$ cat src/rtl/fosfor_present_if.sv
// Nibble-wide host bus of the PRESENT-80 encryptor: function code, data nibble,
// registered read byte, and a debug view of the engine state.
interface fosfor_present_if;
  logic [1:0] Address_b;
  logic [3:0] DataIn_b;
  logic [7:0] DataOut_b;
  logic       dbg_busy;

  modport master (output Address_b, output DataIn_b, input DataOut_b, input dbg_busy);
  modport slave  (input Address_b, input DataIn_b, output DataOut_b, output dbg_busy);
endinterface

$ cat src/rtl/fosfor_present.sv
// PRESENT-80 encryptor behind an 8-bit register map that is reached through a nibble bus.
// One round per clock: 31 rounds followed by a final key whitening.
module fosfor_present (
  input  logic             Clk_k,
  input  logic             Reset_rn,
  fosfor_present_if.slave  bus
);

  localparam logic [1:0] A_LOW  = 2'd1;
  localparam logic [1:0] A_HIGH = 2'd2;
  localparam logic [1:0] A_CMD  = 2'd3;
  localparam logic [3:0] CMD_LATCH = 4'd1;
  localparam logic [3:0] CMD_WRITE = 4'd2;
  localparam logic [3:0] CMD_START = 4'd3;

  typedef enum logic {S_IDLE, S_RUN} fsm_t;

  function automatic logic [3:0] sbox(input logic [3:0] x);
    logic [3:0] y;
    case (x)
      4'h0: y = 4'hC;  4'h1: y = 4'h5;  4'h2: y = 4'h6;  4'h3: y = 4'hB;
      4'h4: y = 4'h9;  4'h5: y = 4'h0;  4'h6: y = 4'hA;  4'h7: y = 4'hD;
      4'h8: y = 4'h3;  4'h9: y = 4'hE;  4'hA: y = 4'hF;  4'hB: y = 4'h8;
      4'hC: y = 4'h4;  4'hD: y = 4'h7;  4'hE: y = 4'h1;  default: y = 4'h2;
    endcase
    return y;
  endfunction

  function automatic logic [63:0] s_layer(input logic [63:0] x);
    logic [63:0] y;
    for (int n = 0; n < 16; n++) y[4*n +: 4] = sbox(x[4*n +: 4]);
    return y;
  endfunction

  function automatic logic [63:0] p_layer(input logic [63:0] x);
    logic [63:0] y;
    y = '0;
    for (int j = 0; j < 63; j++) y[(16*j) % 63] = x[j];
    y[63] = x[63];
    return y;
  endfunction

  function automatic logic [79:0] key_update(input logic [79:0] k, input logic [4:0] rc);
    logic [79:0] t;
    t = {k[18:0], k[79:19]};
    t[79:76] = sbox(t[79:76]);
    t[19:15] = t[19:15] ^ rc;
    return t;
  endfunction

  fsm_t        r_fsm;
  fsm_t        w_fsm_next;
  logic [7:0]  r_data;
  logic [7:0]  r_addr;
  logic [7:0]  r_scratch;
  logic [63:0] r_state;
  logic [79:0] r_key;
  logic [79:0] r_wkey;
  logic [5:0]  r_round;
  logic        r_out_data;
  logic [7:0]  r_dout;

  logic        w_busy;
  logic        w_do_round;
  logic        w_do_final;
  logic        w_cmd_latch;
  logic        w_cmd_write;
  logic        w_start;
  logic        w_addr_state;
  logic        w_addr_key;
  logic [7:0]  w_rd;

  assign w_cmd_latch  = (bus.Address_b == A_CMD) && (bus.DataIn_b == CMD_LATCH);
  assign w_cmd_write  = (bus.Address_b == A_CMD) && (bus.DataIn_b == CMD_WRITE);
  assign w_start      = (bus.Address_b == A_CMD) && (bus.DataIn_b == CMD_START) && !w_busy;
  assign w_addr_state = (r_addr[7:3] == 5'd0);
  assign w_addr_key   = (r_addr[7:4] == 4'h1) && (r_addr[3:0] <= 4'd9);

  always_ff @(posedge Clk_k) begin
    if (!Reset_rn) r_fsm <= S_IDLE;
    else           r_fsm <= w_fsm_next;
  end

  always_comb begin
    w_fsm_next = r_fsm;
    case (r_fsm)
      S_IDLE:  if (w_start) w_fsm_next = S_RUN;
      default: if (r_round == 6'd32) w_fsm_next = S_IDLE;
    endcase
  end

  always_comb begin
    w_busy     = (r_fsm == S_RUN);
    w_do_round = w_busy && (r_round <= 6'd31);
    w_do_final = w_busy && (r_round == 6'd32);
  end

  // Key bytes are write-only, so they never appear on the read mux.
  always_comb begin
    w_rd = 8'h00;
    if (w_addr_state)           w_rd = r_state[{r_addr[2:0], 3'b000} +: 8];
    else if (r_addr == 8'h08)   w_rd = r_scratch;
  end

  always_ff @(posedge Clk_k) begin
    if (!Reset_rn) begin
      r_data     <= '0;
      r_addr     <= '0;
      r_scratch  <= '0;
      r_state    <= '0;
      r_key      <= '0;
      r_wkey     <= '0;
      r_round    <= '0;
      r_out_data <= 1'b0;
      r_dout     <= '0;
    end else begin
      if (bus.Address_b == A_LOW)  r_data[3:0] <= bus.DataIn_b;
      if (bus.Address_b == A_HIGH) r_data[7:4] <= bus.DataIn_b;
      if (w_cmd_latch) begin
        r_addr     <= r_data;
        r_out_data <= 1'b1;
      end
      if (w_cmd_write) begin
        r_out_data <= 1'b0;
        if (r_addr == 8'h08)            r_scratch <= r_data;
        else if (!w_busy && w_addr_state) r_state[{r_addr[2:0], 3'b000} +: 8] <= r_data;
        else if (!w_busy && w_addr_key)   r_key[{r_addr[3:0], 3'b000} +: 8] <= r_data;
      end
      if (bus.Address_b == A_CMD && bus.DataIn_b == CMD_START) r_out_data <= 1'b0;
      // The stored key stays intact so a later START re-encrypts with the same key.
      if (w_start) begin
        r_wkey  <= r_key;
        r_round <= 6'd1;
      end else if (w_do_round) begin
        r_state <= p_layer(s_layer(r_state ^ r_wkey[79:16]));
        r_wkey  <= key_update(r_wkey, r_round[4:0]);
        r_round <= r_round + 6'd1;
      end else if (w_do_final) begin
        r_state <= r_state ^ r_wkey[79:16];
        r_round <= 6'd0;
      end
      r_dout <= r_out_data ? w_rd : {7'b0, ~w_busy};
    end
  end

  assign bus.DataOut_b = r_dout;
  assign bus.dbg_busy  = w_busy;

endmodule

$ cat src/flat_wrapper.sv
// flat-port wrapper written by rule: the top's interface ports become plain ports
module fosfor_present_flat 
  (Clk_k, Reset_rn, bus_Address_b, bus_DataIn_b, bus_DataOut_b, bus_dbg_busy);
  fosfor_present_if bus_i ();
  input  logic Clk_k;
  input  logic Reset_rn;
  input wire logic [$bits(bus_i.Address_b)-1:0] bus_Address_b;
  input wire logic [$bits(bus_i.DataIn_b)-1:0] bus_DataIn_b;
  output wire logic [$bits(bus_i.DataOut_b)-1:0] bus_DataOut_b;
  output wire logic [$bits(bus_i.dbg_busy)-1:0] bus_dbg_busy;
  assign bus_i.Address_b = bus_Address_b;
  assign bus_i.DataIn_b = bus_DataIn_b;
  assign bus_DataOut_b = bus_i.DataOut_b;
  assign bus_dbg_busy = bus_i.dbg_busy;
  fosfor_present u_core (.Clk_k(Clk_k), .Reset_rn(Reset_rn), .bus(bus_i));
endmodule
$ cat config.mk
export PLATFORM = sky130hd
export DESIGN_NAME = fosfor_present_flat
export DESIGN_NICKNAME = d
export VERILOG_FILES = /design/src/rtl/fosfor_present_if.sv /design/src/rtl/fosfor_present.sv /design/src/flat_wrapper.sv
export SDC_FILE = /design/constraint.sdc
export NUM_CORES = 1
export LEC_CHECK = 0
export ABC_AREA = 1
export CORE_MARGIN = 2
export CORE_UTILIZATION = 50
export DETAILED_ROUTE_END_ITERATION = 16
export DONT_BUFFER_PORTS = 1
export PLACE_DENSITY = 0.63
export SKIP_CTS_REPAIR_TIMING = 1
export SLEW_MARGIN = 20
export SYNTH_ARGS = -nofsm -noshare
export SYNTH_HDL_FRONTEND = slang
export SYNTH_SLANG_ARGS = --single-unit
$ cat constraint.sdc
create_clock -name Clk_k -period 6.2 [get_ports Clk_k]
set_input_delay 0.93 -clock Clk_k [delete_from_list [all_inputs] [get_ports Clk_k]]
set_output_delay 0.93 -clock Clk_k [all_outputs]
set_load 0.02 [all_outputs]
## Word level (Yosys, flattened, before mapping)

Memories as Yosys holds them, arrays and structs flattened. A register that Yosys moved wholly into a read port is not among the register bits.
Cells that the tools add are included.

- Equal/unequal tests: 9
- Muxes and demuxes: 21
- Shift operators: 5
- Reduce and logical (&&, ||, !) cells: 19
- Bitwise gates (word level): 6
- Order comparisons: 2
- Add/subtract/negate cells: 3

Operators with widths:

| kind | number |
|---|---|
| two-way mux 64 bit | 6 |
| two-way mux 80 bit | 2 |
| bitwise mux 80 bit | 1 |
| variable shift 8 x 9 -> 80 bit (first input constant) | 1 |
| variable part select 8 x 9 -> 80 bit | 1 |
| bitwise mux 64 bit | 1 |
| variable shift 8 x 8 -> 64 bit (first input constant) | 1 |
| variable part select 64 x 7 -> 8 bit | 1 |
| variable part select 8 x 8 -> 64 bit | 1 |
| XOR 64 bit | 1 |
| two-way mux 8 bit | 2 |
| two-way mux 6 bit | 2 |
| logical AND 1 bit | 9 |
| negator 7 -> 9 bit | 1 |
| equality test 4 x 1 -> 1 bit (second input constant) | 2 |
| equality test 4 x 2 -> 1 bit (second input constant) | 2 |
| equality test 8 x 4 -> 1 bit (second input constant) | 1 |
| two-way mux 4 bit | 2 |
| negator 6 -> 8 bit | 1 |
| adder 6 x 1 -> 6 bit (second input constant) | 1 |
| equality test 6 bit (second input constant) | 1 |
| less-or-equal comparator 6 x 5 -> 1 bit (second input constant) | 1 |
| logical NOT 5 bit | 1 |
| two-way mux 1 bit | 5 |
| 12 further kinds | 18 |

- Bits of input ports: 8
- Logic and storage cells: 95
- Output and inout port bits: 9
- Memories: 17
- Memory bits (read-only): 1088
- Register bits after elaboration: 264

Memories:

| name | depth | bits a word | read ports | clocked after Yosys merged registers in | write ports | RTL line | RTL |
|---|---|---|---|---|---|---|---|
| (name not given) | 16 | 4 | 1 | 0 | 0 | fosfor_present.sv:20 | `case (x)` |
| (name not given) | 16 | 4 | 1 | 0 | 0 | fosfor_present.sv:20 |  |
| (name not given) | 16 | 4 | 1 | 0 | 0 | fosfor_present.sv:20 |  |
| (name not given) | 16 | 4 | 1 | 0 | 0 | fosfor_present.sv:20 |  |
| (name not given) | 16 | 4 | 1 | 0 | 0 | fosfor_present.sv:20 |  |
| (name not given) | 16 | 4 | 1 | 0 | 0 | fosfor_present.sv:20 |  |
| +11 memories | n/a | n/a | n/a | n/a | n/a | n/a |  |

## Longest topological paths before layout

Gate-level depths: netlist (run 1).

- Word-level depth: 9
- Gate-level depth with buffers: 16
- Mapped depth without buffers: 15

## Least setup slack after synthesis (run 1)

No wires, ideal clock.

- Kind: reg-to-reg
- Start point: reg u_core.r_addr[0]
- End point: reg u_core.r_key[27]
- Path buffers: 3
- Library setup time: 0.115 ns
- Stages on the path, launching flop included: 14
- Clock period less this slack: 2.592 ns
- Arrival: 2.477 ns
- Data required time: 6.085 ns
- Setup slack: 3.608 ns
- Cells stage by stage: dfxtp_1 -> inv_2 -> clkbuf_1 -> ha_1 -> ha_1 -> buf_2 -> clkinv_1 -> nor2_2 -> nand2_1 -> nor2_2 -> buf_4 -> nand3_1 -> nand2_1 -> nor2_1

- Cells in the longest elaborated chain, start to end: 4
- Elaborated cells on any way between the ends: 10
- Those cells by class: add/sub (1); order compare (1); eq/ne (1); shift (2); mux (1); bitwise (1); reduce/logical (3)

Ends and longest elaborated chain:

| item | RTL line | RTL |
|---|---|---|
| start, declared | fosfor_present.sv:54 | `logic [7:0] r_addr;` |
| start signal, assigned | fosfor_present.sv:120 | `r_addr <= r_data;` |
| branches (longest 4 deep; another with negator 7 -> 9 bit) | n/a |  |
| end signal, assigned by index | fosfor_present.sv:127 | `else if (!w_busy && w_addr_key) r_key[{r_addr[3:0], 3'b000} +: 8] <= r_data;` |
| end, declared | fosfor_present.sv:57 | `logic [79:0] r_key;` |

Several ways; the timed one is not identified.
A chain may end at the register's enable or synchronous reset.

## Final worst setup path (run 1)

- Start point: reg u_core.r_addr[1]
- End point: reg u_core.r_key[17]

Same word-level chain as after synthesis.

==> results of run 1 <==
final cells by class:
| cell class | count | area (um2) | area share [%] |
|---|---|---|---|
| clock buffer | 38 | 830 | 4.74 |
| clock inverter | 14 | 180 | 1.03 |
| inverter | 245 | 925 | 5.29 |
| multi-input combinational | 1897 | 9520 | 54.4 |
| sequential | 268 | 5370 | 30.7 |
| tap | 442 | 553 | 3.16 |
| timing repair buffer | 16 | 120 | 0.687 |
critical path, cell delays in order, from the launching register on:
cell and delay (ps):
dfxtp_1 880, inv_2 340, ha_1 350, ha_1 930, clkinv_1 670, nor2_2 400
nand2_1 130, nor2_2 530, nand2_2 240, nor2_1 160, nor2_1 60
cell families after synthesis:
logic type,after synthesis,share of synthesized area (%)
buf+inv,364,8.73
compound gates,434,14.7
fa+ha+maj,94,7.22
simple gates,1314,33.5
xor+xnor,55,2.96
flops,268,32.9
sequential cells by signal, summed over array words and instances (netlist names), named ones only:
register / cells
u_core.bus.DataOut_b: 8
u_core.bus.dbg_busy: 1
u_core.r_addr: 8
u_core.r_data: 8
u_core.r_key: 80
u_core.r_out_data: 1
u_core.r_round: 6
u_core.r_scratch: 8
u_core.r_state: 64
u_core.r_wkey: 80
routing by layer:
layer  track usage, %  wire length (um)  part of all wire, %  up-vias
met5                0                 0                    0        -
met4             17.1              3290                  5.2        0
met3             4.82              6020                  9.5      146
met2             57.0             27500                   43      805
met1             51.5             26600                   42     7960
li1                 -                 -                    -     8079
power groups by stage:
stage,sequential [mW],combinational [mW],clock [mW]
5_1_grt,1.76,0.209,1.92
3_5_place_dp,1.79,0.187,0
2_1_floorplan,1.78,0.139,0
3_3_place_gp,1.79,0.186,0
6_report,1.76,0.193,1.85
4_1_cts,1.76,0.188,1.85
per-stage QoR:
step	area, um2	total power [mW]	cells	util (%)
3_5_place_dp	16500	1.98	2868	51.0
4_1_cts	17500	3.80	2920	54.2
3_3_place_gp	16500	1.98	2868	51.0
2_1_floorplan	16300	1.92	2529	-
5_1_grt	17500	3.89	2920	54.2
6_report	17500	3.80	2920	54.2
cell usage after synthesis (2+ instances only):
master | number | area [um2]
nand4_1 | 45 | 282
nor4_1 | 9 | 56.3
a21oi_1 | 145 | 726
nand3_1 | 203 | 1020
clkinv_1 | 3 | 11.3
nor3_1 | 19 | 95.1
nand3b_1 | 2 | 15.0
nand2_1 | 834 | 3130
o211ai_1 | 54 | 405
buf_6 | 4 | 45.0
nor2_2 | 12 | 75.1
xor2_1 | 21 | 184
or2_2 | 4 | 25.0
ha_1 | 94 | 1180
inv_1 | 233 | 875
inv_2 | 9 | 33.8
xnor2_1 | 34 | 298
a31oi_1 | 67 | 419
nand3_2 | 3 | 30.0
nor2_1 | 176 | 661
buf_2 | 18 | 90.1
dfxtp_1 | 268 | 5370
o21ai_0 | 166 | 831
buf_1 | 8 | 30.0
clkbuf_1 | 88 | 330
worst max path at each step:
stage	from	to	slack [ps]	depth (start not counted)
global placement	u_core.r_addr[1]	u_core.r_key[17]	1800	10
detailed placement	u_core.r_addr[1]	u_core.r_key[20]	1620	11
global route	u_core.r_addr[1]	u_core.r_key[22]	1110	11
floorplan	u_core.r_addr[0]	u_core.r_key[27]	3610	13
CTS	u_core.r_addr[1]	u_core.r_key[17]	1590	10
finish	u_core.r_addr[1]	u_core.r_key[17]	1400	10
==> out/results.txt, run 1 <==
Synth cell types -> 35
Worst reg2reg path depth -> 10
Dpl ws -> 1620 ps
Clock buffer count from CTS -> 29
Post-route setup slack -> 1400 ps
Main flop type after synthesis -> dfxtp_1
Leakage power -> 7.28 nW
CP Launch Type -> register
Most frequent cells in the layout -> nand2_1 (834), dfxtp_1 (268), inv_1 (232)
DR vias/cell -> 5.82
Final number of hold-violating endpoints -> 0
Die Y -> 185 um
Logic gate share of total power -> 5.1%
CTS Buffer Depth -> 3
CTS H-tree lvls -> 1
Register-to-register setup slack -> 1400 ps
CTS root buf -> clkbuf_16
Post-synth EDFFs -> 0
Setup tns final -> 0 ps
Seq/Total Area, Yosys -> 32.9%
Status -> finished, final reports clean
Worst EP arrival -> 5240 ps
RePlAce Congestion -> 0.963
Hold path startpoint -> u_core.r_addr[7]
Internal Power -> 2.88 mW
Worst Hold Class -> reg -> reg
First-pass GRT wire length -> 94.1 mm
Period utilization -> 77.4%
Clock Sink Count -> 268
CP required -> 6640 ps
Hold depth -> 2
Core area -> 32300 um2
Drt first-iter violations -> 1966
GRT Util Overall -> 37.1%
IO Count -> 17
Area delta synth->final -> 7.33%
RSZ-0062 raised after global routing -> false
Finish-stage setup viols -> 0
VDD IR max -> 192 uV
Worst R2R End -> u_core.r_key[17]
Max Clk Rate -> 208 MHz
Worst-margin pin slew -> 1130 ps
Filler Cell Count -> 3307
Largest net degree at the start of global routing -> 91
Antenna violations before repair -> 0
Final WL -> 63.4 mm
Switch Pwr -> 921 uW
Clock share of power -> 48.7%
Hold path endpoint -> u_core.r_addr[7]
MaxCap Viol Count -> 0
YS warnings -> 0
Post-route ant nets -> 0
Port buffer count -> 0
Residual DRC -> 0
Clock skew -> 14.4 ps
GRT Residual Overflow -> 0
Mean Syn Cell Area -> 6.44 um2
Full die area -> 34100 um2
CP Class -> reg -> reg
Vias in the first global route -> 15200
Power per cell area -> 217 nW/um2
Skew-Pair Late Insertion Delay -> 560 ps
Tmin final -> 4800 ps
Synthesis-stage register bit count -> 268
Mapped Cells -> 2529
Hold slack -> 443 ps
Vias -> 17000
Initial Util -> 50.5%
Cell Area, Synth -> 16300 um2
Maximum fanout along the worst path -> 25
Ys async rst share -> 0%
Clock slew at reported path FFs -> 60 ps
# diodes -> 0
Syn nets -> 2631
Chip Width -> 185 um
CTS tree -> yes
Wire per inst -> 21.7 um
Commonest non-fill, non-tap cell in the layout -> nand2_1
Post-DP HPWL -> 46.5 mm
Max Slew Vio Count -> 0
Layout cells sized above 1 -> 4.16%
Switch share -> 24.2%
Row count -> 66
First drt pass iteration count -> 6
Reg-to-reg startpoint -> u_core.r_addr[1]
Final net count -> 2559
Register share of total power -> 46.3%
Worst slew margin -> 24.5%
Nature of the critical path endpoint -> register
No activity file was read; power rests on OpenSTA's default activity.
==> run 2, diff against run 1 <==
==> constraint.sdc (replaced) <==
create_clock -name Clk_k -period 4.8 [get_ports Clk_k]
set_input_delay 0.72 -clock Clk_k [delete_from_list [all_inputs] [get_ports Clk_k]]
set_output_delay 0.72 -clock Clk_k [all_outputs]
set_load 0.02 [all_outputs]
==> run 2 against run 1 <==
Non-clock buffer count up 10. Setup slack worse by 480 ps. Sequential power up 29%. Hold slack worse by 160 ps. Core utilization up 0.58 points. Design area up 1.1%. Critical path type unchanged.
==> out/results.txt, run 2 (synthesized netlist as in run 1, its figures left out) <==
Initial Util -> 50.5%
IO Count -> 17
Nature of the critical path endpoint -> register
Status -> finished, final reports clean
Final number of hold-violating endpoints -> 0
Port buffer count -> 0
Post-route ant nets -> 0
Area delta synth->final -> 8.48%
Clock share of power -> 50.4%
Logic gate share of total power -> 4.9%
VDD IR max -> 308 uV
First drt pass iteration count -> 6
MaxCap Viol Count -> 0
CP required -> 5300 ps
CTS Buffer Depth -> 3
Worst-margin pin slew -> 908 ps
Worst slew margin -> 39.4%
Final net count -> 2570
CTS H-tree lvls -> 1
Final WL -> 64.2 mm
Full die area -> 34100 um2
CTS root buf -> clkbuf_16
Critical-path cell list -> inv_2, ha_1, ha_1, clkinv_1, nor2_2, nand2_1, nor2_2, nand2_2, nand2_1, inv_1, nor2_1
Switch share -> 23.9%
Finish-stage setup viols -> 0
Die Y -> 185 um
Layout cells sized above 1 -> 4.54%
Clock buffer count from CTS -> 30
Max Slew Vio Count -> 0
Period utilization -> 80.8%
Row count -> 66
First-pass GRT wire length -> 94.9 mm
Power per cell area -> 287 nW/um2
Clock skew -> 21.5 ps
DR vias/cell -> 5.83
Antenna violations before repair -> 0
CP Launch Type -> register
Switch Pwr -> 1.21 mW
Power consumption -> 5.08 mW
Maximum fanout along the worst path -> 24
# diodes -> 0
Tmin final -> 3880 ps
Slowest stage delay, CP -> 880 ps
Drt first-iter violations -> 1836
Internal Power -> 3.87 mW
Commonest non-fill, non-tap cell in the layout -> nand2_1
Worst Hold Class -> in -> reg
Register share of total power -> 44.8%
CTS tree -> yes
RePlAce Congestion -> 0.987
Vias -> 17100
Max Clk Rate -> 258 MHz
Fin util -> 54.8%
Clock Sink Count -> 268
Skew-Pair Late Insertion Delay -> 580 ps
GRT Residual Overflow -> 0
Core area -> 32300 um2
RSZ-0062 raised after global routing -> false
Post-DP HPWL -> 47.1 mm
Chip Width -> 185 um
Top flop regs -> u_core.r_key x80, u_core.r_wkey x80, u_core.r_state x64
Register-to-register setup slack -> 920 ps
Most frequent cells in the layout -> nand2_1 (834), dfxtp_1 (268), inv_1 (232)
Leakage power -> 7.38 nW
Area after DPL -> 16600 um2
CP Class -> reg -> reg
Slowest cell on crit path -> dfxtp_1
Setup tns final -> 0 ps
Largest net degree at the start of global routing -> 91
Wire per inst -> 21.9 um
Post-route design area -> 17700 um2
GRT Util Overall -> 37.3%
Residual DRC -> 0
Vias in the first global route -> 15400
Clock slew at reported path FFs -> 60 ps
Worst EP arrival -> 4380 ps
-- run 2: final timing paths --
path                          from                to  cells after the start
setup / recovery  u_core.r_addr[1]  u_core.r_key[22]                     11
hold / removal            Reset_rn  u_core.r_data[6]                      2
setup reg to reg  u_core.r_addr[1]  u_core.r_key[22]                     11
hold reg to reg   u_core.r_addr[6]  u_core.r_addr[6]                      2
-- run 2: area by class of cell --
class                   instances  area, um2
multi-input cells            1897       9510
inverters                     245        925
repair buffers                 26        233
fillers                      3257      14600
clock inverters                15        230
clock buffers                  40        860
flip-flops and latches        268       5370
well taps                     442        553
-- run 2: routing by layer --
metal / GRT usage, % / part of all wire [%] / vias up
li1: - / - / 8105
met1: 50.9 / 42 / 8020
met2: 58.2 / 43 / 821
met3: 5.71 / 9.8 / 160
met4: 16.6 / 5.0 / 0
met5: 0 / 0 / -
-- run 2: worst max-delay path, delay by kind of cell, from the launching register on --
family | cells | cell delay [ps]
flops | 1 | 880
simple gates | 6 | 1550
buf+inv | 3 | 700
fa+ha+maj | 2 | 660
-- run 2: power groups by stage --
stage          Combinational [mW]  Clock, mW  Sequential, mW
4_1_cts                     0.239       2.56            2.27
3_3_place_gp                0.237          0            2.32
3_5_place_dp                0.239          0            2.32
6_report                    0.247       2.56            2.27
2_1_floorplan               0.180          0            2.30
5_1_grt                     0.266       2.66            2.27
-- run 2: per-stage QoR --
step	hold slack, ps	std cells	setup slack [ps]
floorplan	422	2529	2210
global placement	430	2878	1260
detailed placement	434	2878	1110
CTS	267	2933	1090
global route	293	2933	617
finish	285	2933	920
==> run 3, diff against run 2 <==
--- a/config.mk
+++ b/config.mk
@@ -10,7 +10,7 @@
 export CORE_UTILIZATION = 50
 export DETAILED_ROUTE_END_ITERATION = 16
 export DONT_BUFFER_PORTS = 1
-export PLACE_DENSITY = 0.63
+export PLACE_DENSITY = 0.66
 export SKIP_CTS_REPAIR_TIMING = 1
 export SLEW_MARGIN = 20
 export SYNTH_ARGS = -nofsm -noshare
==> constraint.sdc (replaced) <==
create_clock -name Clk_k -period 3.4 [get_ports Clk_k]
set_input_delay 0.51 -clock Clk_k [delete_from_list [all_inputs] [get_ports Clk_k]]
set_output_delay 0.51 -clock Clk_k [all_outputs]
set_load 0.02 [all_outputs]
==> run 3 against run 2 <==
Setup slack got worse by 360 ps. Sequential power up 41%. Fmax up 37%. Hold slack got worse by 200 ps. Critical path depth up 1. Count of clock-buffer cells in the layout fell by 2. Wire length is 1.2% lower. Register-to-register slack lost 360 ps. Critical endpoint is now u_core.r_key[0].
==> out/results.txt, run 3 (synthesized netlist as in run 1, its figures left out) <==
Antenna violations before repair -> 0
Port buffer count -> 0
GRT Util Overall -> 36.6%
Final net count -> 2586
Maximum fanout along the worst path -> 43
Post-DP HPWL -> 47.3 mm
Crit path buf inv count -> 3
CP required -> 3850 ps
Initial Util -> 50.5%
Most frequent cells in the layout -> nand2_1 (834), dfxtp_1 (268), inv_1 (232)
Residual DRC -> 0
CP Class -> reg -> reg
MaxCap Viol Count -> 0
CTS tree -> yes
CP Launch Type -> register
Worst path depth -> 12
Worst slew margin -> 40.6%
Max Slew Vio Count -> 0
First drt pass iteration count -> 9
CTS root buf -> clkbuf_16
RSZ-0062 raised after global routing -> false
Clock buffer count from CTS -> 29
Largest net degree at the start of global routing -> 116
# diodes -> 0
Switch share -> 24.1%
Setup tns final -> 0 ps
Hold depth -> 2
Drt first-iter violations -> 2143
VDD IR max -> 502 uV
Nature of the critical path endpoint -> register
Area delta synth->final -> 8.78%
Worst-margin pin slew -> 884 ps
Clock Sink Count -> 268
Top flop regs -> u_core.r_key x80, u_core.r_wkey x80, u_core.r_state x64
Worst reg2reg path depth -> 12
Power per cell area -> 395 nW/um2
Most used cell, CP -> nor2_1
Switch Pwr -> 1.69 mW
Top delay family on crit path -> buffers and inverters
Clock slew at reported path FFs -> 60 ps
Post-route ant nets -> 0
Vias -> 17100
Clock skew -> 21.9 ps
Core area -> 32300 um2
RePlAce Congestion -> 1.01
Worst Hold Class -> in -> reg
First-pass GRT wire length -> 93.1 mm
Commonest non-fill, non-tap cell in the layout -> nand2_1
Skew-Pair Late Insertion Delay -> 570 ps
Clock share of power -> 49.1%
Status -> finished, final reports clean
Layout cells sized above 1 -> 5.15%
Register share of total power -> 45.7%
Full die area -> 34100 um2
Critical-path cell list -> buf_4, ha_1, nor2_1, nor2_1, nor2_1, nor2_1, nand2_1, inv_1, buf_4, nand2_1, o21ai_0, nor2_1
Leakage power -> 7.44 nW
Final WL -> 63.4 mm
CTS Buffer Depth -> 3
Die Y -> 185 um
Hold slack -> 85.8 ps
Power consumption -> 7.01 mW
Finish-stage setup viols -> 0
Worst EP arrival -> 3290 ps
Final number of hold-violating endpoints -> 0
Vias in the first global route -> 15200
Max Clk Rate -> 352 MHz
Slowest stage delay, CP -> 410 ps
Logic gate share of total power -> 5.2%
GRT Residual Overflow -> 0
Chip Width -> 185 um
DR vias/cell -> 5.81
CTS H-tree lvls -> 1
Wire per inst -> 21.5 um
Tmin final -> 2840 ps
IO Count -> 17
Row count -> 66
Period utilization -> 83.6%
Internal Power -> 5.32 mW
Slowest cell on crit path -> buf_4
-- run 3: cell types whose count changed in the layout (fill, tap and decap cells not counted), sizes merged --
cell	previous run	this run
bufinv	6	5
clkbuf	40	38
buf	26	43
inv	242	243
clkinv	10	12
clkinvlp	2	0
-- run 3: path summary, 6_finish.rpt --
check / start / end / slack, ps
worst min-delay path: Reset_rn / u_core.r_key[16] / 90
worst max register to register: u_core.r_addr[0] / u_core.r_key[0] / 560
worst min register to register: u_core.r_key[78] / u_core.r_key[78] / 450
worst max-delay path: u_core.r_addr[0] / u_core.r_key[0] / 560
-- run 3: final cells by class --
| type | instances | area (um2) |
|---|---|---|
| clock inverter | 15 | 204 |
| clock buffer | 38 | 820 |
| sequential | 268 | 5370 |
| fill | 3257 | 14600 |
| tap | 442 | 553 |
| inverter | 245 | 925 |
| multi-input combinational | 1897 | 9510 |
| timing repair buffer | 43 | 348 |
-- run 3: metal layers --
metal	share of wire [%]	vias to the layer above	GRT usage [%]
li1	-	8138	-
met1	41	7990	49.8
met2	43	838	56.3
met3	10	163	5.28
met4	5.9	0	19.0
met5	0	-	0
-- run 3: stage by stage --
step	setup slack [ps]	cell area [um2]	utilization, %	instances
after detailed placement	678	16700	51.7	2895
after CTS	672	17700	54.9	2948
after global routing	317	17700	54.9	2948
after global placement	722	16700	51.7	2895
final	558	17700	54.9	2948
after floorplan	808	16300	-	2529
-- run 3: power by group through the flow --
stage / Combinational [mW] / Sequential [mW] / Clock, mW
final: 0.364 / 3.20 / 3.44
after global routing: 0.391 / 3.20 / 3.56
after CTS: 0.355 / 3.20 / 3.43
after detailed placement: 0.353 / 3.27 / 0
after global placement: 0.351 / 3.27 / 0
after floorplan: 0.254 / 3.24 / 0
